[src/rtl/phy_rx_deinterleaver_pkg.sv]
// Shared types and constants for the 802.11a receive deinterleaver:
// RATE codes, coded bits per symbol and column-rotation span per modulation.
package phy_rx_deinterleaver_pkg;

   localparam int MAX_NCBPS_DEF = 288;
   localparam int ADDR_W_DEF    = 9;
   localparam int CALC_W        = 13;

   localparam logic [3:0] RATE_6  = 4'b1101;
   localparam logic [3:0] RATE_9  = 4'b1111;
   localparam logic [3:0] RATE_12 = 4'b0101;
   localparam logic [3:0] RATE_18 = 4'b0111;
   localparam logic [3:0] RATE_24 = 4'b1001;
   localparam logic [3:0] RATE_36 = 4'b1011;
   localparam logic [3:0] RATE_48 = 4'b0001;
   localparam logic [3:0] RATE_54 = 4'b0011;

   localparam logic [8:0] NCBPS_BPSK  = 9'd48;
   localparam logic [8:0] NCBPS_QPSK  = 9'd96;
   localparam logic [8:0] NCBPS_16QAM = 9'd192;
   localparam logic [8:0] NCBPS_64QAM = 9'd288;

   localparam logic [1:0] S_BPSK  = 2'd1;
   localparam logic [1:0] S_QPSK  = 2'd1;
   localparam logic [1:0] S_16QAM = 2'd2;
   localparam logic [1:0] S_64QAM = 2'd3;

   typedef enum logic {ST_IDLE, ST_READ} rd_state_t;

   typedef struct packed {
      logic       ok;
      logic [8:0] ncbps;
      logic [1:0] s;
   } rate_cfg_t;

   function automatic rate_cfg_t decode_rate(input logic [3:0] rate);
      rate_cfg_t cfg;
      cfg.ok = 1'b1;
      case (rate)
         RATE_6,  RATE_9:  begin cfg.ncbps = NCBPS_BPSK;  cfg.s = S_BPSK;  end
         RATE_12, RATE_18: begin cfg.ncbps = NCBPS_QPSK;  cfg.s = S_QPSK;  end
         RATE_24, RATE_36: begin cfg.ncbps = NCBPS_16QAM; cfg.s = S_16QAM; end
         RATE_48, RATE_54: begin cfg.ncbps = NCBPS_64QAM; cfg.s = S_64QAM; end
         default:          begin cfg.ok = 1'b0; cfg.ncbps = '0; cfg.s = '0; end
      endcase
      return cfg;
   endfunction

endpackage

[src/rtl/phy_rx_deinterleaver_addr_gen.sv]
// Combinational inverse-interleaver address: received index j -> encoder index k
// for the symbol size ncbps and rotation span s.
module phy_rx_deinterleaver_addr_gen
   import phy_rx_deinterleaver_pkg::*;
#(
   parameter int ADDR_W = ADDR_W_DEF
) (
   input  logic [ADDR_W-1:0] j_i,
   input  logic [ADDR_W-1:0] ncbps_i,
   input  logic [1:0]        s_i,
   output logic [ADDR_W-1:0] k_o
);

   logic [CALC_W-1:0] j, n, s, f, i, q, k;

   always_comb begin
      j = CALC_W'(j_i);
      n = CALC_W'(ncbps_i);
      s = CALC_W'(s_i);
      // Keep the dividers well defined while no valid rate is latched.
      if (n == '0) n = CALC_W'(1);
      if (s == '0) s = CALC_W'(1);
      f   = (j << 4) / n;
      i   = s * (j / s) + (j + f) % s;
      q   = (i << 4) / n;
      k   = (i << 4) - (n - CALC_W'(1)) * q;
      k_o = ADDR_W'(k);
   end

endmodule

[src/rtl/phy_rx_deinterleaver.sv]
// 802.11a receive deinterleaver: writes each symbol into a ping-pong bank at its
// encoder position and streams the bank out sequentially while the next one fills.
module phy_rx_deinterleaver
   import phy_rx_deinterleaver_pkg::*;
#(
   parameter int MAX_NCBPS = MAX_NCBPS_DEF,
   parameter int ADDR_W    = ADDR_W_DEF
) (
   input  logic       clk_i,
   input  logic       rst_ni,
   input  logic       frame_start_i,
   input  logic [3:0] rate_i,
   input  logic       data_in_i,
   input  logic       data_in_valid_i,
   output logic       data_out_o,
   output logic       data_out_valid_o,
   output logic       symbol_done_o,
   output logic       rate_err_o
);

   rate_cfg_t         new_cfg;
   logic [ADDR_W-1:0] ncbps_q;
   logic [1:0]        s_q;
   logic              active_q, rate_err_q;
   logic [ADDR_W-1:0] wr_cnt_q, wr_cnt_d, rd_cnt_q;
   logic              wr_bank_q, wr_bank_d, rd_bank_q;
   logic [1:0]        full_q, full_d;
   logic [MAX_NCBPS-1:0] bank_q [2];
   rd_state_t         state_q;
   logic              data_out_q, data_out_valid_q, symbol_done_q;

   logic [ADDR_W-1:0] ag_j, ag_n, wr_addr;
   logic [1:0]        ag_s;
   logic              wr_en, wr_sel, rd_last;

   assign new_cfg = decode_rate(rate_i);

   phy_rx_deinterleaver_addr_gen #(.ADDR_W(ADDR_W)) u_addr_gen (
      .j_i     (ag_j),
      .ncbps_i (ag_n),
      .s_i     (ag_s),
      .k_o     (wr_addr)
   );

   // On frame_start the incoming bit is already j=0 of the new frame at the new rate.
   always_comb begin
      rd_last   = (state_q == ST_READ) && (rd_cnt_q == ncbps_q - ADDR_W'(1));
      wr_sel    = frame_start_i ? 1'b0 : wr_bank_q;
      ag_j      = frame_start_i ? '0 : wr_cnt_q;
      ag_n      = frame_start_i ? ADDR_W'(new_cfg.ncbps) : ncbps_q;
      ag_s      = frame_start_i ? new_cfg.s : s_q;
      wr_en     = data_in_valid_i && (frame_start_i ? new_cfg.ok : active_q);
      wr_cnt_d  = ag_j;
      wr_bank_d = wr_sel;
      full_d    = frame_start_i ? 2'b00 : full_q;
      if (rd_last && !frame_start_i) full_d[rd_bank_q] = 1'b0;
      if (wr_en) begin
         if (ag_j == ag_n - ADDR_W'(1)) begin
            wr_cnt_d       = '0;
            full_d[wr_sel] = 1'b1;
            wr_bank_d      = ~wr_sel;
         end else begin
            wr_cnt_d = ag_j + ADDR_W'(1);
         end
      end
   end

   always_ff @(posedge clk_i or negedge rst_ni) begin
      if (!rst_ni) begin
         ncbps_q    <= '0;
         s_q        <= '0;
         active_q   <= 1'b0;
         rate_err_q <= 1'b0;
         wr_cnt_q   <= '0;
         wr_bank_q  <= 1'b0;
         full_q     <= 2'b00;
         bank_q[0]  <= '0;
         bank_q[1]  <= '0;
      end else begin
         if (frame_start_i) begin
            ncbps_q    <= ADDR_W'(new_cfg.ncbps);
            s_q        <= new_cfg.s;
            active_q   <= new_cfg.ok;
            rate_err_q <= ~new_cfg.ok;
            bank_q[0]  <= '0;
            bank_q[1]  <= '0;
         end
         wr_cnt_q  <= wr_cnt_d;
         wr_bank_q <= wr_bank_d;
         full_q    <= full_d;
         if (wr_en) bank_q[wr_sel][wr_addr] <= data_in_i;
      end
   end

   always_ff @(posedge clk_i or negedge rst_ni) begin
      if (!rst_ni) begin
         state_q          <= ST_IDLE;
         rd_cnt_q         <= '0;
         rd_bank_q        <= 1'b0;
         data_out_q       <= 1'b0;
         data_out_valid_q <= 1'b0;
         symbol_done_q    <= 1'b0;
      end else if (frame_start_i) begin
         state_q          <= ST_IDLE;
         rd_cnt_q         <= '0;
         rd_bank_q        <= 1'b0;
         data_out_q       <= 1'b0;
         data_out_valid_q <= 1'b0;
         symbol_done_q    <= 1'b0;
      end else begin
         data_out_q       <= 1'b0;
         data_out_valid_q <= 1'b0;
         symbol_done_q    <= 1'b0;
         case (state_q)
            ST_IDLE: begin
               if (full_q[rd_bank_q]) begin
                  state_q  <= ST_READ;
                  rd_cnt_q <= '0;
               end
            end
            ST_READ: begin
               data_out_q       <= bank_q[rd_bank_q][rd_cnt_q];
               data_out_valid_q <= 1'b1;
               if (rd_last) begin
                  symbol_done_q <= 1'b1;
                  rd_bank_q     <= ~rd_bank_q;
                  rd_cnt_q      <= '0;
                  // Continuing straight into a waiting bank keeps back-to-back output gap-free.
                  state_q       <= full_q[~rd_bank_q] ? ST_READ : ST_IDLE;
               end else begin
                  rd_cnt_q <= rd_cnt_q + ADDR_W'(1);
               end
            end
            default: state_q <= ST_IDLE;
         endcase
      end
   end

   assign data_out_o       = data_out_q;
   assign data_out_valid_o = data_out_valid_q;
   assign symbol_done_o    = symbol_done_q;
   assign rate_err_o       = rate_err_q;

endmodule

[config.mk]
export PLATFORM = sky130hd
export DESIGN_NAME = phy_rx_deinterleaver
export DESIGN_NICKNAME = d
export VERILOG_FILES = /design/src/rtl/phy_rx_deinterleaver_pkg.sv /design/src/rtl/phy_rx_deinterleaver_addr_gen.sv /design/src/rtl/phy_rx_deinterleaver.sv
export SDC_FILE = /design/constraint.sdc
export NUM_CORES = 2
export LEC_CHECK = 0
export ABC_AREA = 1
export BUFFER_PORTS_ARGS = -buffer_cell sky130_fd_sc_hd__buf_2
export CAP_MARGIN = 10
export CORE_MARGIN = 1.5
export CORE_UTILIZATION = 38
export DETAILED_ROUTE_END_ITERATION = 8
export PLACE_DENSITY = 0.53
export SLEW_MARGIN = 20
export SYNTH_ARGS = -nofsm -noshare
export SYNTH_HDL_FRONTEND = slang
export SYNTH_HIERARCHICAL = 1
export SYNTH_SLANG_ARGS = --single-unit
[constraint.sdc]
create_clock -name clk_i -period 88.8 [get_ports clk_i]
set_input_delay 17.76 -clock clk_i [delete_from_list [all_inputs] [get_ports clk_i]]
set_output_delay 17.76 -clock clk_i [all_outputs]
set_load 0.05 [all_outputs]
# Word level (Yosys, flattened, before mapping)
# Cells that the tools add are included.
dict set report classes {
  n_addsub 8
  multipliers 2
  div 4
  n_lt_le_gt_ge 11
  eq_ne 11
  shifts 0
  mux 56
  bitwise_logic 9
  n_reduce_logical 18
}
# op count
set ops {}
lappend ops {{two-way mux 288 bit} 4}
lappend ops {{two-way mux 576 bit} 2}
lappend ops {{bitwise mux 576 bit} 1}
lappend ops {{demux 288 bit (select 1 bit)} 1}
lappend ops {{two-way mux 9 bit} 8}
lappend ops {{one-hot mux 11 bit (4 select lines)} 1}
lappend ops {{two-way mux 1 bit} 27}
lappend ops {{divider 13 x 13 -> 13 bit} 2}
lappend ops {{less-than comparator 9 x 10 -> 1 bit (second input constant)} 2}
lappend ops {{adder 9 x 1 -> 9 bit (second input constant)} 2}
lappend ops {{equality test 9 bit} 2}
lappend ops {{one-hot mux 9 bit (2 select lines)} 1}
lappend ops {{subtractor 9 x 1 -> 9 bit (second input constant)} 2}
lappend ops {{equality test 4 bit (second input constant)} 4}
lappend ops {{adder 9 x 13 -> 13 bit} 1}
lappend ops {{divider 9 x 13 -> 13 bit} 1}
lappend ops {{modulo 13 x 13 -> 13 bit} 1}
lappend ops {{multiplier 13 x 13 -> 9 bit} 1}
lappend ops {{multiplier 2 x 13 -> 9 bit} 1}
lappend ops {{subtractor 13 x 1 -> 13 bit (second input constant)} 1}
lappend ops {{two-way mux 2 bit} 6}
lappend ops {{adder 9 bit} 1}
lappend ops {{binary-select mux 1 bit (select 9 bit)} 1}
lappend ops {{demux 1 bit (select 9 bit)} 1}
lappend ops {{25 further kinds} 45}
dict set report totals {
  reg_bits 615
  latchBits 0
  ram_bits 0
  mem_bits_ro 0
  in_bits 9
  output_inout_bits 4
  wordCells 134
  memories 0
}

# Longest topological paths before layout
dict set report logic_depth {
  ltp_word 21
  depth_mapped 501
  ltp_nobuf 482
}

# Modules after synthesis
# Netlist, hierarchy kept.
# module n_inst cells_each area_per_inst_um2 seq_area_each_um2
set modules_own_cells {}
lappend modules_own_cells {phy_rx_deinterleaver 1 5106 34575.7 15389.8}
lappend modules_own_cells {phy_rx_deinterleaver_addr_gen 1 2474 15327.2 0.0}

# Least setup slack after synthesis
# No wires, ideal clock.
dict set report synth_path {
  path_type {input -> register}
  from {input frame_start_i}
  to {register bank_q[158] (netlist bit)}
  setup_time_ps 119
  t_arrival_ps 82782
  required_time_ps 88681
  setup_slack_ps 5898
  cell_stages 485
  path_buffers 20
  cell_sequence {buf_6 > nand2_8 > o32ai_2 > inv_2 > nand2_4 > nor2_8 > nand2_4 > inv_2 > a21oi_1 > clkbuf_1 > clkbuf_1 > ha_1 > o21ai_1 > o21ai_0 > ha_1 > o21a_1 > nor2_1 > nor3_4 > [449 not listed] > nand2_1 > nand2_1 > nand2_1 > nand2_1 > nand2_1 > nand2_1 > clkinv_1 > nor2_1 > nor2_1 > nand2_1 > nor2_1 > inv_1 > buf_1 > nor2_1 > nand3_1 > nor2_1 > a31oi_1 > inv_1}
}
dict set report synth_between {
  elab_chain_len 18
  word_cells_on_any_way 34
  cone_classes {add/sub (4); mul (2); div (4); order compare (4); mux (14); bitwise (1); reduce/logical (5)}
}
# element line
set synth_lines {}
lappend synth_lines {{start: declaration} phy_rx_deinterleaver.sv:11} ;# input logic frame_start_i,
lappend synth_lines {{two-way mux 9 bit (*)} -}
lappend synth_lines {{via ag_n[8]} phy_rx_deinterleaver.sv:32} ;# logic [ADDR_W-1:0] ag_j, ag_n, wr_addr;
lappend synth_lines {{logical NOT 9 bit} phy_rx_deinterleaver_addr_gen.sv:21} ;# if (n == '0) n = CALC_W'(1);
lappend synth_lines {{two-way mux 9 bit (*)} phy_rx_deinterleaver_addr_gen.sv:21}
lappend synth_lines {{divider 13 x 13 -> 13 bit} phy_rx_deinterleaver_addr_gen.sv:23} ;# f = (j << 4) / n;
lappend synth_lines {{adder 9 x 13 -> 13 bit} phy_rx_deinterleaver_addr_gen.sv:24} ;# i = s * (j / s) + (j + f) % s;
lappend synth_lines {{modulo 13 x 13 -> 13 bit} phy_rx_deinterleaver_addr_gen.sv:24}
lappend synth_lines {{adder 9 bit} phy_rx_deinterleaver_addr_gen.sv:24}
lappend synth_lines {{[3 not listed]} -}
lappend synth_lines {{via wr_addr[8]} phy_rx_deinterleaver.sv:32}
lappend synth_lines {{less-than comparator 9 x 10 -> 1 bit (implied by the code) or greater-or-equal comparator 9 x 1 -> 1 bit (tied branches)} phy_rx_deinterleaver.sv:91} ;# if (wr_en) bank_q[wr_sel][wr_addr] <= data_in_i;
lappend synth_lines {{logical AND 1 bit (implied by the code)} phy_rx_deinterleaver.sv:91}
lappend synth_lines {{two-way mux 1 bit (implied by the code)} phy_rx_deinterleaver.sv:91}
lappend synth_lines {{demux 1 bit (select 9 bit) (*)} phy_rx_deinterleaver.sv:91}
lappend synth_lines {{two-way mux 288 bit (implied by the code) (*)} phy_rx_deinterleaver.sv:91}
lappend synth_lines {{demux 288 bit (select 1 bit) (*)} phy_rx_deinterleaver.sv:91}
lappend synth_lines {{bitwise mux 576 bit (*)} phy_rx_deinterleaver.sv:91}
lappend synth_lines {{two-way mux 576 bit (*)} phy_rx_deinterleaver.sv:91}
lappend synth_lines {{end signal: indexed assignment} phy_rx_deinterleaver.sv:91}
lappend synth_lines {{end: declaration} phy_rx_deinterleaver.sv:28} ;# logic [MAX_NCBPS-1:0] bank_q [2];
# The timed path passes the listed nets; every way through them passes the cells marked *.
# A chain may end at the register's enable or synchronous reset.

# Final worst setup path
dict set report layout_path {
  from {input frame_start_i}
  to {register bank_q[231] (netlist bit)}
}
# The elaborated chain is that of the path after synthesis.

==> flow_summary.yaml <==
cells_and_area:
  layout_commonest_cell: "nand2_1"
  fin_cells: 9233
  seq_area_sq_um: 15400
  final_cell_mix: "nand2_1 (2154), nor2_1 (1154), dfrtp_1 (612)"
  antenna_cells: 0
  multi_input_area_sq_um: 30500
  fillerInstances: 13911
  fin_nets: 7734
  syn_to_final_growth_pct: 9.23
  layout-drive-gt1-share_pct: 8.50
  final_area_sq_um: 54500
yosys:
  synth_ff_type: "dfrtp_1"
  async_reset_ff_share_pct: 100
  ys_ff_latch: 615
  yosysWarnings: 6
  muxShareOfSynthArea_pct: 0.0201
  yosysSeqAreaShare_pct: 30.8
  yosys.area_share.adder_pct: 7.68
  synth_compound_area_share_pct: 14.0
  postSynthAreaPerCell_sq_um: 6.58
  synthXorXnorAreaFrac_pct: 3.68
  synth_top_family_by_area: "simple AND/OR/NAND/NOR gates"
  synth_edf_count: 0
  syn-instance-count: 7580
  yosysUniqueCellTypes: 81
  syn_area_sq_um: 49900
  synthSimpleGateAreaFrac_pct: 35.1
clocking:
  clock-sinks: 615
  numCtsBuffers: 73
  clk_latency_ps: 630
  ctsHoldBuffers: 0
  clk_pin_slew_worst_paths_ps: 60
  clockRootBuffer: "clkbuf_16"
  htree_levels: 3
  cts_max_path_buffers: 3
  cts_tree: "done"
grt:
  antenna_found_initial: 2
  grt_pass1_wl_mm: 254
  grt_pass1_vias: 45303
  grt_max_degree: 209
  track_usage_pct: 23.7
  grt_overflow_total: 0
worst_setup_path:
  crit_required_ps: 89270
  critical_path.startpoint_type: "primary input"
  crit_path_top_delay_cell: "fa_1"
  endpoint_kind: "flip-flop"
  crit_type: "primary input to flip-flop"
  cpMostUsedCell: "nand2_1"
  critPathMaxFanout: 17
  timing.critical_path.buf_inv: 77
  cp.arrival_ps: 82820
  crit_family: "simple AND/OR/NAND/NOR gates"
  cp_slowest_stage_delay_ps: 530
die:
  io_pins: 13
  core.rowCount: 132
  fp.dieH_um: 365
  core_sq_um: 130000
  die_w_um: 365
  dieArea_sq_um: 134000
  start_util_pct: 38.4
timing:
  fin_crit_sh_pct: 92.7
  slew_viol_final: 0
  timing.setup.tns_ps: 0
  post-route-min-period_ps: 82350
  slew_headroom_pct: 15.6
  hold_violations: 0
  whs_ps: 490
  setup_viol: 0
  max_freq_ghz: 0.0121
  worst_pin_slew_ps: 1270
  skew_ps: 22.9
routing:
  via_count: 47809
  drc: 0
  routedWlPerCell_um: 17.3
  detail-route-antenna-nets: 0
  dr.pass1.iters: 8
  viasPerCell: 5.18
  drt_iter0_markers: 3683
  wl_mm: 160
placed_design:
  hpwl_mm: 94.6
  place_congestion: 0.832
  placed_area_sq_um: 51400
  io_buffers: 11
  post-place-cells: 9064
flow_run:
  max_cap_violations: 0
hold_path:
  min_path_type: "flip-flop to flip-flop"
outcome:
  status: "completed"
-- registers in the layout (all words and copies together), names as in the netlist --
name              cells
bank_q              576
rd_bank_q             1
full_q                2
symbol_done_o         1
rate_err_o            1
s_q                   2
data_out_valid_o      1
rd_cnt_q              9
ncbps_q               9
state_q               1
wr_cnt_q              9
active_q              1
wr_bank_q             1
data_out_o            1
-- cell type report --
type | count | area share, %
Clock inverter | 16 | 0.374
Sequential cell | 615 | 28.3
Clock buffer | 112 | 4.10
Multi-Input combinational cell | 5904 | 56.0
Inverter | 686 | 4.88
Timing Repair Buffer | 157 | 2.41
Tap cell | 1742 | 4.00
Timing Repair inverter | 1 | 0.0207
-- what timing repair did --
action	CTS	global route
setup buffers	0	39
gates resized for setup	0	116
hold endpoints to repair	0	0
endpoints found under the setup margin	0	576
-- metal layers --
| layer | up-vias | GRT usage, % | share of wire (%) |
|---|---|---|---|
| met2 | 1085 | 41.4 | 48 |
| met4 | 4 | 5.43 | 2.1 |
| li1 | 24016 | - | - |
| met5 | - | 0 | 0.014 |
| met1 | 22528 | 31.4 | 45 |
| met3 | 176 | 2.61 | 5.2 |
-- cell families after synthesis --
| kind of cell | after synthesis |
|---|---|
| AND/OR/NAND/NOR | 4111 |
| flip-flops | 615 |
| adder cells (fa/ha/maj) | 287 |
| AO/OA/AOI/OAI | 1293 |
| buffers and inverters | 1065 |
| other | 1 |
| multiplexers | 1 |
| XOR/XNOR | 207 |
-- cell usage after synthesis, drive strengths merged, types with 5 or more instances --
master	count	share of area, %
xnor2	99	1.7
ha	255	6.4
a31oi	18	0.23
or2	22	0.28
o211ai	20	0.31
o21a	16	0.25
nand3b	6	0.090
nand4	54	0.73
nand3	485	5.6
clkbuf	195	1.5
xor2	107	1.9
nor4	7	0.088
o31ai	10	0.15
o21ai	585	6.0
buf	184	2.0
nor2	1217	9.8
a21o	35	0.53
nor3	57	0.66
o22ai	20	0.28
o221ai	6	0.11
clkinv	18	0.14
nand2	2253	18
fa	32	1.3
o21bai	24	0.36
a21oi	542	5.5
and2	5	0.073
inv	668	5.1
dfrtp	615	31
-- per-stage QoR --
stage          utilization (%)  setup slack [ps]
3_5_place_dp              39.5              -370
4_1_cts                   41.4              84.7
6_report                  41.9              6450
2_1_floorplan                -              5900
3_3_place_gp              39.5               629
5_1_grt                   41.9              -232
-- worst reg2reg max path: cells and delay by family (launching register included) --
kind	cells	cell delay, ps
XOR/XNOR	3	720
buffers and inverters	77	7060
flip-flops	1	420
AND/OR/NAND/NOR	208	21280
AO/OA/AOI/OAI	137	19690
adder cells (fa/ha/maj)	49	15980
-- path summary, 6_finish.rpt --
path                                    start           to  slack [ps]  depth (start not counted)
worst max register to register     ncbps_q[8]  bank_q[231]       23440                        474
worst max-delay path            frame_start_i  bank_q[231]        6450                        475
worst min register to register    bank_q[448]  bank_q[448]         490                          2
max in group asynchronous              rst_ni  bank_q[532]       68460                          4
min in group asynchronous              rst_ni   bank_q[90]       17130                          1
worst min-delay path              bank_q[448]  bank_q[448]         490                          2
Power is left out: the tool's default activity adds up to more than one toggle a clock period on the data nets, which glitch-free logic cannot reach.
